## src/rtl/dcache_pkg.sv

```systemverilog
// Shared definitions for the N-way write-back data cache: FSM states,
// access-size codes and the alignment rule.
package dcache_pkg;

    typedef enum logic [1:0] {
        S_IDLE      = 2'd0,
        S_WRITEBACK = 2'd1,
        S_REFILL    = 2'd2,
        S_FLUSH     = 2'd3
    } dc_state_t;

    localparam logic [1:0] SZ_BYTE = 2'b00;
    localparam logic [1:0] SZ_HALF = 2'b01;
    localparam logic [1:0] SZ_WORD = 2'b10;

    function automatic logic dc_misaligned(input logic [1:0] size, input logic [1:0] off);
        case (size)
            SZ_BYTE: return 1'b0;
            SZ_HALF: return off[0];
            default: return off != 2'b00;
        endcase
    endfunction

endpackage

```

## src/rtl/dcache_lane.sv

```systemverilog
// Byte-lane steering for one cache word: extracts and extends load data,
// merges store data into the addressed bytes.
module dcache_lane
    import dcache_pkg::*;
#(
    parameter int XLEN = 32
) (
    input  logic [XLEN-1:0] i_rword,
    input  logic [XLEN-1:0] i_wdata,
    input  logic [1:0]      i_off,
    input  logic [1:0]      i_size,
    input  logic            i_unsigned,
    output logic [XLEN-1:0] o_ld,
    output logic [XLEN-1:0] o_st
);

    localparam int SHW = $clog2(XLEN);

    logic [SHW-1:0]  w_sh;
    logic [15:0]     w_rsh;
    logic [XLEN-1:0] w_mask;

    assign w_sh  = SHW'({i_off, 3'b000});
    assign w_rsh = 16'(i_rword >> w_sh);

    always_comb begin
        w_mask = '1;
        o_ld   = i_rword;
        case (i_size)
            SZ_BYTE: begin
                w_mask = XLEN'(8'hFF);
                o_ld   = i_unsigned ? XLEN'(w_rsh[7:0]) : {{(XLEN-8){w_rsh[7]}}, w_rsh[7:0]};
            end
            SZ_HALF: begin
                w_mask = XLEN'(16'hFFFF);
                o_ld   = i_unsigned ? XLEN'(w_rsh) : {{(XLEN-16){w_rsh[15]}}, w_rsh};
            end
            default: ;
        endcase
    end

    assign o_st = (i_rword & ~(w_mask << w_sh)) | ((i_wdata & w_mask) << w_sh);

endmodule

```

## src/rtl/dcache_nway.sv

```systemverilog
// Set-associative write-back data cache with round-robin replacement,
// combinational hit path, single-line refill/write-back and a full flush walk.
module dcache_nway
    import dcache_pkg::*;
#(
    parameter int XLEN      = 32,
    parameter int ADDR_BITS = 20,
    parameter int WAYS      = 2,
    parameter int SETS      = 4,
    parameter int WORDS     = 4,
    localparam int LINE_W   = WORDS * XLEN,
    localparam int OFF      = $clog2(WORDS * 4),
    localparam int LIDX_W   = ADDR_BITS - OFF
) (
    input  logic              clk,
    input  logic              rst,
    input  logic              MEM_ld,
    input  logic              MEM_str,
    input  logic [1:0]        MEM_size,
    input  logic              MEM_unsigned,
    input  logic [XLEN-1:0]   MEM_alu_out,
    input  logic [XLEN-1:0]   MEM_b2,
    input  logic              Dc_flush,
    output logic [XLEN-1:0]   MEM_data_mem,
    output logic              MEM_stall,
    output logic              Dc_misalign,
    output logic              Dc_mem_req,
    output logic [LIDX_W-1:0] Dc_mem_addr,
    input  logic [LINE_W-1:0] MEM_data_line,
    input  logic              MEM_mem_valid,
    output logic              Dc_wb_req,
    output logic [LIDX_W-1:0] Dc_wb_addr,
    output logic [LINE_W-1:0] Dc_wb_wline,
    input  logic              Dc_wb_ack
);

    localparam int WB  = (WAYS > 1) ? $clog2(WAYS) : 1;
    localparam int SB  = (SETS > 1) ? $clog2(SETS) : 1;
    localparam int WOB = (WORDS > 1) ? $clog2(WORDS) : 1;

    // Tags hold the full line index so write-back addresses come straight from the tag array.
    logic              r_valid [SETS][WAYS];
    logic              r_dirty [SETS][WAYS];
    logic [LIDX_W-1:0] r_tag   [SETS][WAYS];
    logic [LINE_W-1:0] r_data  [SETS][WAYS];
    logic [WB-1:0]     r_rr    [SETS];

    dc_state_t         r_state;
    logic [LIDX_W-1:0] r_line;
    logic [SB-1:0]     r_set, r_fset;
    logic [WB-1:0]     r_way, r_fway;
    logic              r_mem_req, r_wb_req;
    logic [LIDX_W-1:0] r_wb_addr;
    logic [LINE_W-1:0] r_wb_wline;

    logic [LIDX_W-1:0] w_line;
    logic [SB-1:0]     w_set;
    logic [WOB-1:0]    w_word;
    logic              w_hit, w_inv;
    logic [WB-1:0]     w_hway, w_vway;
    logic              w_acc, w_store, w_load, w_mis, w_idle, w_miss, w_flast;
    logic [XLEN-1:0]   w_rword, w_ld, w_st;
    logic              w_unused_hi;

    assign w_unused_hi = ^MEM_alu_out[XLEN-1:ADDR_BITS];

    assign w_line  = MEM_alu_out[ADDR_BITS-1:OFF];
    assign w_set   = SB'(w_line % LIDX_W'(SETS));
    assign w_word  = WOB'(MEM_alu_out[OFF-1:0] >> 2);
    assign w_acc   = MEM_ld | MEM_str;
    assign w_store = MEM_str;
    assign w_load  = MEM_ld & ~MEM_str;
    assign w_mis   = w_acc & dc_misaligned(MEM_size, MEM_alu_out[1:0]);
    assign w_idle  = (r_state == S_IDLE);
    assign w_miss  = w_idle & w_acc & ~w_mis & ~w_hit;
    assign w_flast = (r_fway == WB'(WAYS - 1)) && (r_fset == SB'(SETS - 1));

    always_comb begin
        w_hit  = 1'b0;
        w_hway = '0;
        w_inv  = 1'b0;
        w_vway = r_rr[w_set];
        for (int unsigned i = 0; i < WAYS; i++) begin
            if (!w_hit && r_valid[w_set][WB'(i)] && (r_tag[w_set][WB'(i)] == w_line)) begin
                w_hit  = 1'b1;
                w_hway = WB'(i);
            end
            if (!w_inv && !r_valid[w_set][WB'(i)]) begin
                w_inv  = 1'b1;
                w_vway = WB'(i);
            end
        end
    end

    assign w_rword = r_data[w_set][w_hway][w_word*XLEN +: XLEN];

    dcache_lane #(.XLEN(XLEN)) u_lane (
        .i_rword    (w_rword),
        .i_wdata    (MEM_b2),
        .i_off      (MEM_alu_out[1:0]),
        .i_size     (MEM_size),
        .i_unsigned (MEM_unsigned),
        .o_ld       (w_ld),
        .o_st       (w_st)
    );

    always_comb begin
        if (!w_load)            MEM_data_mem = MEM_alu_out;
        else if (w_mis || !w_hit) MEM_data_mem = '0;
        else                    MEM_data_mem = w_ld;
    end

    assign MEM_stall   = ~rst & (~w_idle | w_miss);
    assign Dc_misalign = ~rst & w_idle & w_mis;
    assign Dc_mem_req  = r_mem_req;
    assign Dc_mem_addr = r_line;
    assign Dc_wb_req   = r_wb_req;
    assign Dc_wb_addr  = r_wb_addr;
    assign Dc_wb_wline = r_wb_wline;

    always_ff @(posedge clk) begin
        if (rst) begin
            r_state    <= S_IDLE;
            r_mem_req  <= 1'b0;
            r_wb_req   <= 1'b0;
            r_wb_addr  <= '0;
            r_wb_wline <= '0;
            for (int unsigned s = 0; s < SETS; s++) begin
                r_rr[SB'(s)] <= '0;
                for (int unsigned w = 0; w < WAYS; w++) begin
                    r_valid[SB'(s)][WB'(w)] <= 1'b0;
                    r_dirty[SB'(s)][WB'(w)] <= 1'b0;
                end
            end
        end else begin
            case (r_state)
                S_IDLE: begin
                    if (w_acc && !w_mis) begin
                        if (w_hit) begin
                            if (w_store) begin
                                r_data[w_set][w_hway][w_word*XLEN +: XLEN] <= w_st;
                                r_dirty[w_set][w_hway] <= 1'b1;
                            end
                        end else begin
                            r_line <= w_line;
                            r_set  <= w_set;
                            r_way  <= w_vway;
                            if (r_valid[w_set][w_vway] && r_dirty[w_set][w_vway]) begin
                                r_wb_req   <= 1'b1;
                                r_wb_addr  <= r_tag[w_set][w_vway];
                                r_wb_wline <= r_data[w_set][w_vway];
                                r_state    <= S_WRITEBACK;
                            end else begin
                                r_mem_req <= 1'b1;
                                r_state   <= S_REFILL;
                            end
                        end
                    end else if (Dc_flush && !w_acc) begin
                        r_fset  <= '0;
                        r_fway  <= '0;
                        r_state <= S_FLUSH;
                    end
                end
                S_WRITEBACK: begin
                    if (Dc_wb_ack) begin
                        r_wb_req              <= 1'b0;
                        r_dirty[r_set][r_way] <= 1'b0;
                        r_mem_req             <= 1'b1;
                        r_state               <= S_REFILL;
                    end
                end
                S_REFILL: begin
                    if (MEM_mem_valid) begin
                        r_data[r_set][r_way]  <= MEM_data_line;
                        r_valid[r_set][r_way] <= 1'b1;
                        r_dirty[r_set][r_way] <= 1'b0;
                        r_tag[r_set][r_way]   <= r_line;
                        r_rr[r_set]           <= (r_rr[r_set] == WB'(WAYS - 1)) ? '0 : r_rr[r_set] + 1'b1;
                        r_mem_req             <= 1'b0;
                        r_state               <= S_IDLE;
                    end
                end
                S_FLUSH: begin
                    // A pending handshake blocks the walk; the entry advances only once it is acked or clean.
                    if (r_wb_req) begin
                        if (Dc_wb_ack) begin
                            r_wb_req                <= 1'b0;
                            r_dirty[r_fset][r_fway] <= 1'b0;
                            if (w_flast) r_state <= S_IDLE;
                            else if (r_fway == WB'(WAYS - 1)) begin
                                r_fway <= '0;
                                r_fset <= r_fset + 1'b1;
                            end else r_fway <= r_fway + 1'b1;
                        end
                    end else if (r_valid[r_fset][r_fway] && r_dirty[r_fset][r_fway]) begin
                        r_wb_req   <= 1'b1;
                        r_wb_addr  <= r_tag[r_fset][r_fway];
                        r_wb_wline <= r_data[r_fset][r_fway];
                    end else if (w_flast) r_state <= S_IDLE;
                    else if (r_fway == WB'(WAYS - 1)) begin
                        r_fway <= '0;
                        r_fset <= r_fset + 1'b1;
                    end else r_fway <= r_fway + 1'b1;
                end
                default: r_state <= S_IDLE;
            endcase
        end
    end

endmodule

```

## config.mk

```make
export PLATFORM = sky130hd
export DESIGN_NAME = dcache_nway
export DESIGN_NICKNAME = d
export VERILOG_FILES = /design/src/rtl/dcache_pkg.sv /design/src/rtl/dcache_lane.sv /design/src/rtl/dcache_nway.sv
export SDC_FILE = /design/constraint.sdc
export NUM_CORES = 2
export LEC_CHECK = 0
export CAP_MARGIN = 0
export CORE_AREA = 2 2 334 336
export CTS_CLUSTER_SIZE = 40
export DETAILED_ROUTE_END_ITERATION = 6
export DIE_AREA = 0 0 336 338
export PLACE_DENSITY_LB_ADDON = 0.2
export SETUP_SLACK_MARGIN = 0.02
export SYNTH_ARGS = -nofsm -noshare
export SYNTH_HDL_FRONTEND = slang
export SYNTH_SLANG_ARGS = --single-unit
```

## constraint.sdc

```tcl
create_clock -name clk -period 5.9 [get_ports clk]
set_input_delay 1.18 -clock clk [delete_from_list [all_inputs] [get_ports clk]]
set_output_delay 1.18 -clock clk [all_outputs]
set_load 0.02 [all_outputs]
```

==> flow_summary.yaml <==
global_routing:
  grt_max_degree: 182
  grt.total_usage_pct: 43.35
  grt_pass1_vias: 45640
  grt_pass1_wl_mm: 339.6
  antenna_found_initial: 30
  grt-ovfl-total: 0
floorplanning:
  start_util_pct: 59.66
  die_area_um2: 113600
  rows: 122
  die_w_um: 336
  fp.dieH_um: 338
  core_area_um2: 110100
  ios: 398
yosys:
  syn_inst: 4227
  synthTopCellsByArea: "edfxtp_1 (54%), mux4_2 (22%), dfxtp_1 (4.9%)"
  syn_area_um2: 65670
  synth_top_cell_by_area: "edfxtp_1"
  synth_edf_count: 1184
  synthFlopType: "edfxtp_1"
  postSynthNetCount: 4435
  synthTopCellsByCount: "edfxtp_1 (1184), mux4_2 (631), nand2_1 (622), clkbuf_1 (242), a21oi_1 (182)"
  yosysSeqAreaShare_pct: 59.02
  synth.avg_cell_area_um2: 15.53
  synth_most_common_cell: "edfxtp_1"
  synth_top_area_share_pct: 54.14
  ys_types: 77
  ys_ff_latch: 1344
  yosysWarnings: 0
  synth-async-reset-ratio_pct: 0
timing:
  rsz0062_at_grt: "yes"
  drv_slew: 0
  setup_ws_ns: -0.5061
  finalHoldViolCount: 0
  slew_headroom_pct: 18.57
  skew_ns: 0.03601
  clock.fmax_mhz: 156.1
  setup_viol: 31
  post-route-min-period_ns: 6.406
  fin_tns_setup_ns: -5.702
  worst_slew_pin_slew_ns: 1.221
  period_share_pct: 108.6
critical_path:
  reg2reg_slack_ns: 0.93
  critical-path-top-delay-family: "compound AO/OA/AOI/OAI gates"
  worst_path_max_delay_cell: "o211ai_1"
  cp.arrival_ns: 5.23
  endpoint_kind: "output port"
  worstPathCellList: "buf_16 > buf_12 > mux4_2 > xnor2_2 > buf_4 > nand2_1 > or3_4 > buf_4 > o211a_4 > buf_12 > mux4_2 > mux2i_4 > buf_6 > o211ai_1 > buf_4"
  r2r_start: "r_tag[0][24]$_DFFE_PP_"
  cp-start-kind: "primary input"
  required_ns: 4.72
  cp_num_buf_inv: 7
  max_stage_delay_ns: 0.94
  crit_fanout: 6
  critPathLaunch: "MEM_alu_out[4]"
  crit_type: "in -> out"
  cpMostUsedCell: "buf_4"
layout:
  final_util_pct: 72.29
  nets: 5027
  syn2layout_area_growth_pct: 21.15
  drive_above_1_share_pct: 29.45
pwr:
  p_int_mw: 18.67
  seqPwrFrac_pct: 42.3
  power_density_nw_per_um2: 337.7
  p_total_mw: 26.87
  ir_drop_mv: 0.3400
  p_leak_nw: 26.18
  switching_share_pct: 30.49
  power.switching_mw: 8.193
  power.share.combinational_pct: 24.6
  clkPwrFrac_pct: 33.1
routing:
  dr.pass1.iters: 7
  drt-initial-drc-count: 7989
  route.detailed.drc: 9
  wl_mm: 245.5
  wl_per_cell_um: 38.09
  vias: 47710
  postRouteAntennaNets: 0
  via_per_inst: 7.403
clock_network:
  tritoncts: "built"
  root_buffer: "clkbuf_16"
  cts_buffers: 139
  cts.clk_slew.worst_paths_ns: 0.06
  clockBufferDepth: 3
  numClockSinks: 1344
  htreeDepth: 4
  worstSkewPairLatency_ns: 0.80
placement:
  dpl.hpwl_mm: 158.9
  gp_congestion: 1.018
  buffer_ports.inserted: 397
outcome:
  status: "complete, but fails checks"
  violations: "DRC, setup timing"
flow_run:
  max-cap-violations: 0
worst_hold_path:
  min_from: "Dc_wb_wline[31]$_SDFFE_PP0P_"
  min_path_type: "reg -> reg"
-- metal layers --
metal | vias up | share of wire (%) | GRT usage, %
met5 | - | 0.24 | 2.596
met4 | 32 | 7.6 | 26.46
met3 | 900 | 17 | 19.19
met2 | 4491 | 43 | 62.41
met1 | 23820 | 32 | 54.09
li1 | 18470 | - | -
-- layout by cell type (no fill, tap or decap), types with 30 or more instances in the layout --
cell,instances
mux2i_1,33
o21ai_0,77
a21oi_1,175
mux4_2,631
a211oi_1,150
nand3_1,32
clkbuf_16,144
nor2_1,77
buf_12,67
a22o_1,71
clkdlybuf4s50_1,357
dfxtp_1,158
clkbuf_1,32
edfxtp_1,1184
nand2_1,610
a311o_1,141
buf_6,30
buf_4,332
nor2_4,33
and2_1,150
-- cell type report --
| type | instances | area (um^2) |
|---|---|---|
| Timing Repair Buffer | 808 | 8102 |
| Tap cell | 1488 | 1862 |
| Clock buffer | 193 | 3958 |
| Inverter | 25 | 103.9 |
| Clock inverter | 62 | 618.1 |
| Multi-Input combinational cell | 2501 | 26090 |
| Sequential cell | 1344 | 38760 |
| Fill cell | 6844 | 30500 |
| Antenna cell | 24 | 60.06 |
-- cell families after synthesis --
kind of cell / count (synthesis) / synth area share (%)
AO/OA/AOI/OAI: 786 / 8.816
XOR/XNOR: 34 / 0.4649
adder cells (fa/ha/maj): 6 / 0.1143
buffers and inverters: 382 / 2.418
flip-flops: 1344 / 59.02
multiplexers: 689 / 22.64
AND/OR/NAND/NOR: 986 / 6.520
-- what timing repair did --
item                                    4_1_cts  5_1_grt
gates resized for setup                     222       71
gates cloned                                  4        0
buffers inserted                             23       30
hold buffers                                  0        0
endpoints found under the setup margin       32       32
pin swaps                                    36       34
-- registers in the layout, summed over array words and instances, names as in the netlist, named ones only --
name,count
Dc_mem_req,1
Dc_wb_req,1
r_fway,1
r_way,1
r_valid,8
Dc_wb_wline,128
Dc_wb_addr,16
r_state,2
r_data,1024
r_fset,2
r_rr,4
r_dirty,8
r_tag,128
Dc_mem_addr,16
-- power groups by stage --
stage | combinational, mW | clock, mW | sequential (mW)
6_report | 6.61 | 8.88 | 11.4
5_1_grt | 6.77 | 9.24 | 11.4
4_1_cts | 6.36 | 8.87 | 11.4
3_5_place_dp | 6.28 | 0 | 11.6
3_3_place_gp | 6.24 | 0 | 11.5
2_1_floorplan | 2.96 | 0 | 11.9
-- final timing paths --
path                                                     end  depth (start not counted)
worst min-delay path            Dc_wb_wline[31]$_SDFFE_PP0P_                          2
worst max register to register      r_data[3][219]$_DFFE_PP_                         16
worst min register to register  Dc_wb_wline[31]$_SDFFE_PP0P_                          2
worst max-delay path                        MEM_data_mem[26]                         15
-- through the flow --
step           hold WS [ns]  setup slack (ns)  cell area [um^2]  instances
2_1_floorplan        0.4623            0.1773             65670       4227
3_3_place_gp         0.4429           -0.7882             73820       6117
3_5_place_dp         0.4469           -0.8487             73820       6117
4_1_cts              0.4533           -0.2653             78980       6393
5_1_grt              0.4693           -0.4148             79510       6428
6_report             0.4526           -0.5061             79560       6445
-- worst register-to-register path, stage by stage, from the launching register on --
cell      delay, ns
edfxtp_1       0.41
mux4_2         0.52
xnor2_2        0.17
buf_4          0.15
nand4_1        0.15
or3_4          0.44
o211ai_4       0.27
buf_12         0.16
buf_4          0.17
buf_12         0.13
mux4_2         0.56
mux2i_4        0.32
buf_4          0.25
nor2_1         0.07
a221oi_2       0.34
buf_4          0.25
o21ai_1        0.26
No activity file was read; power rests on OpenSTA's default activity.
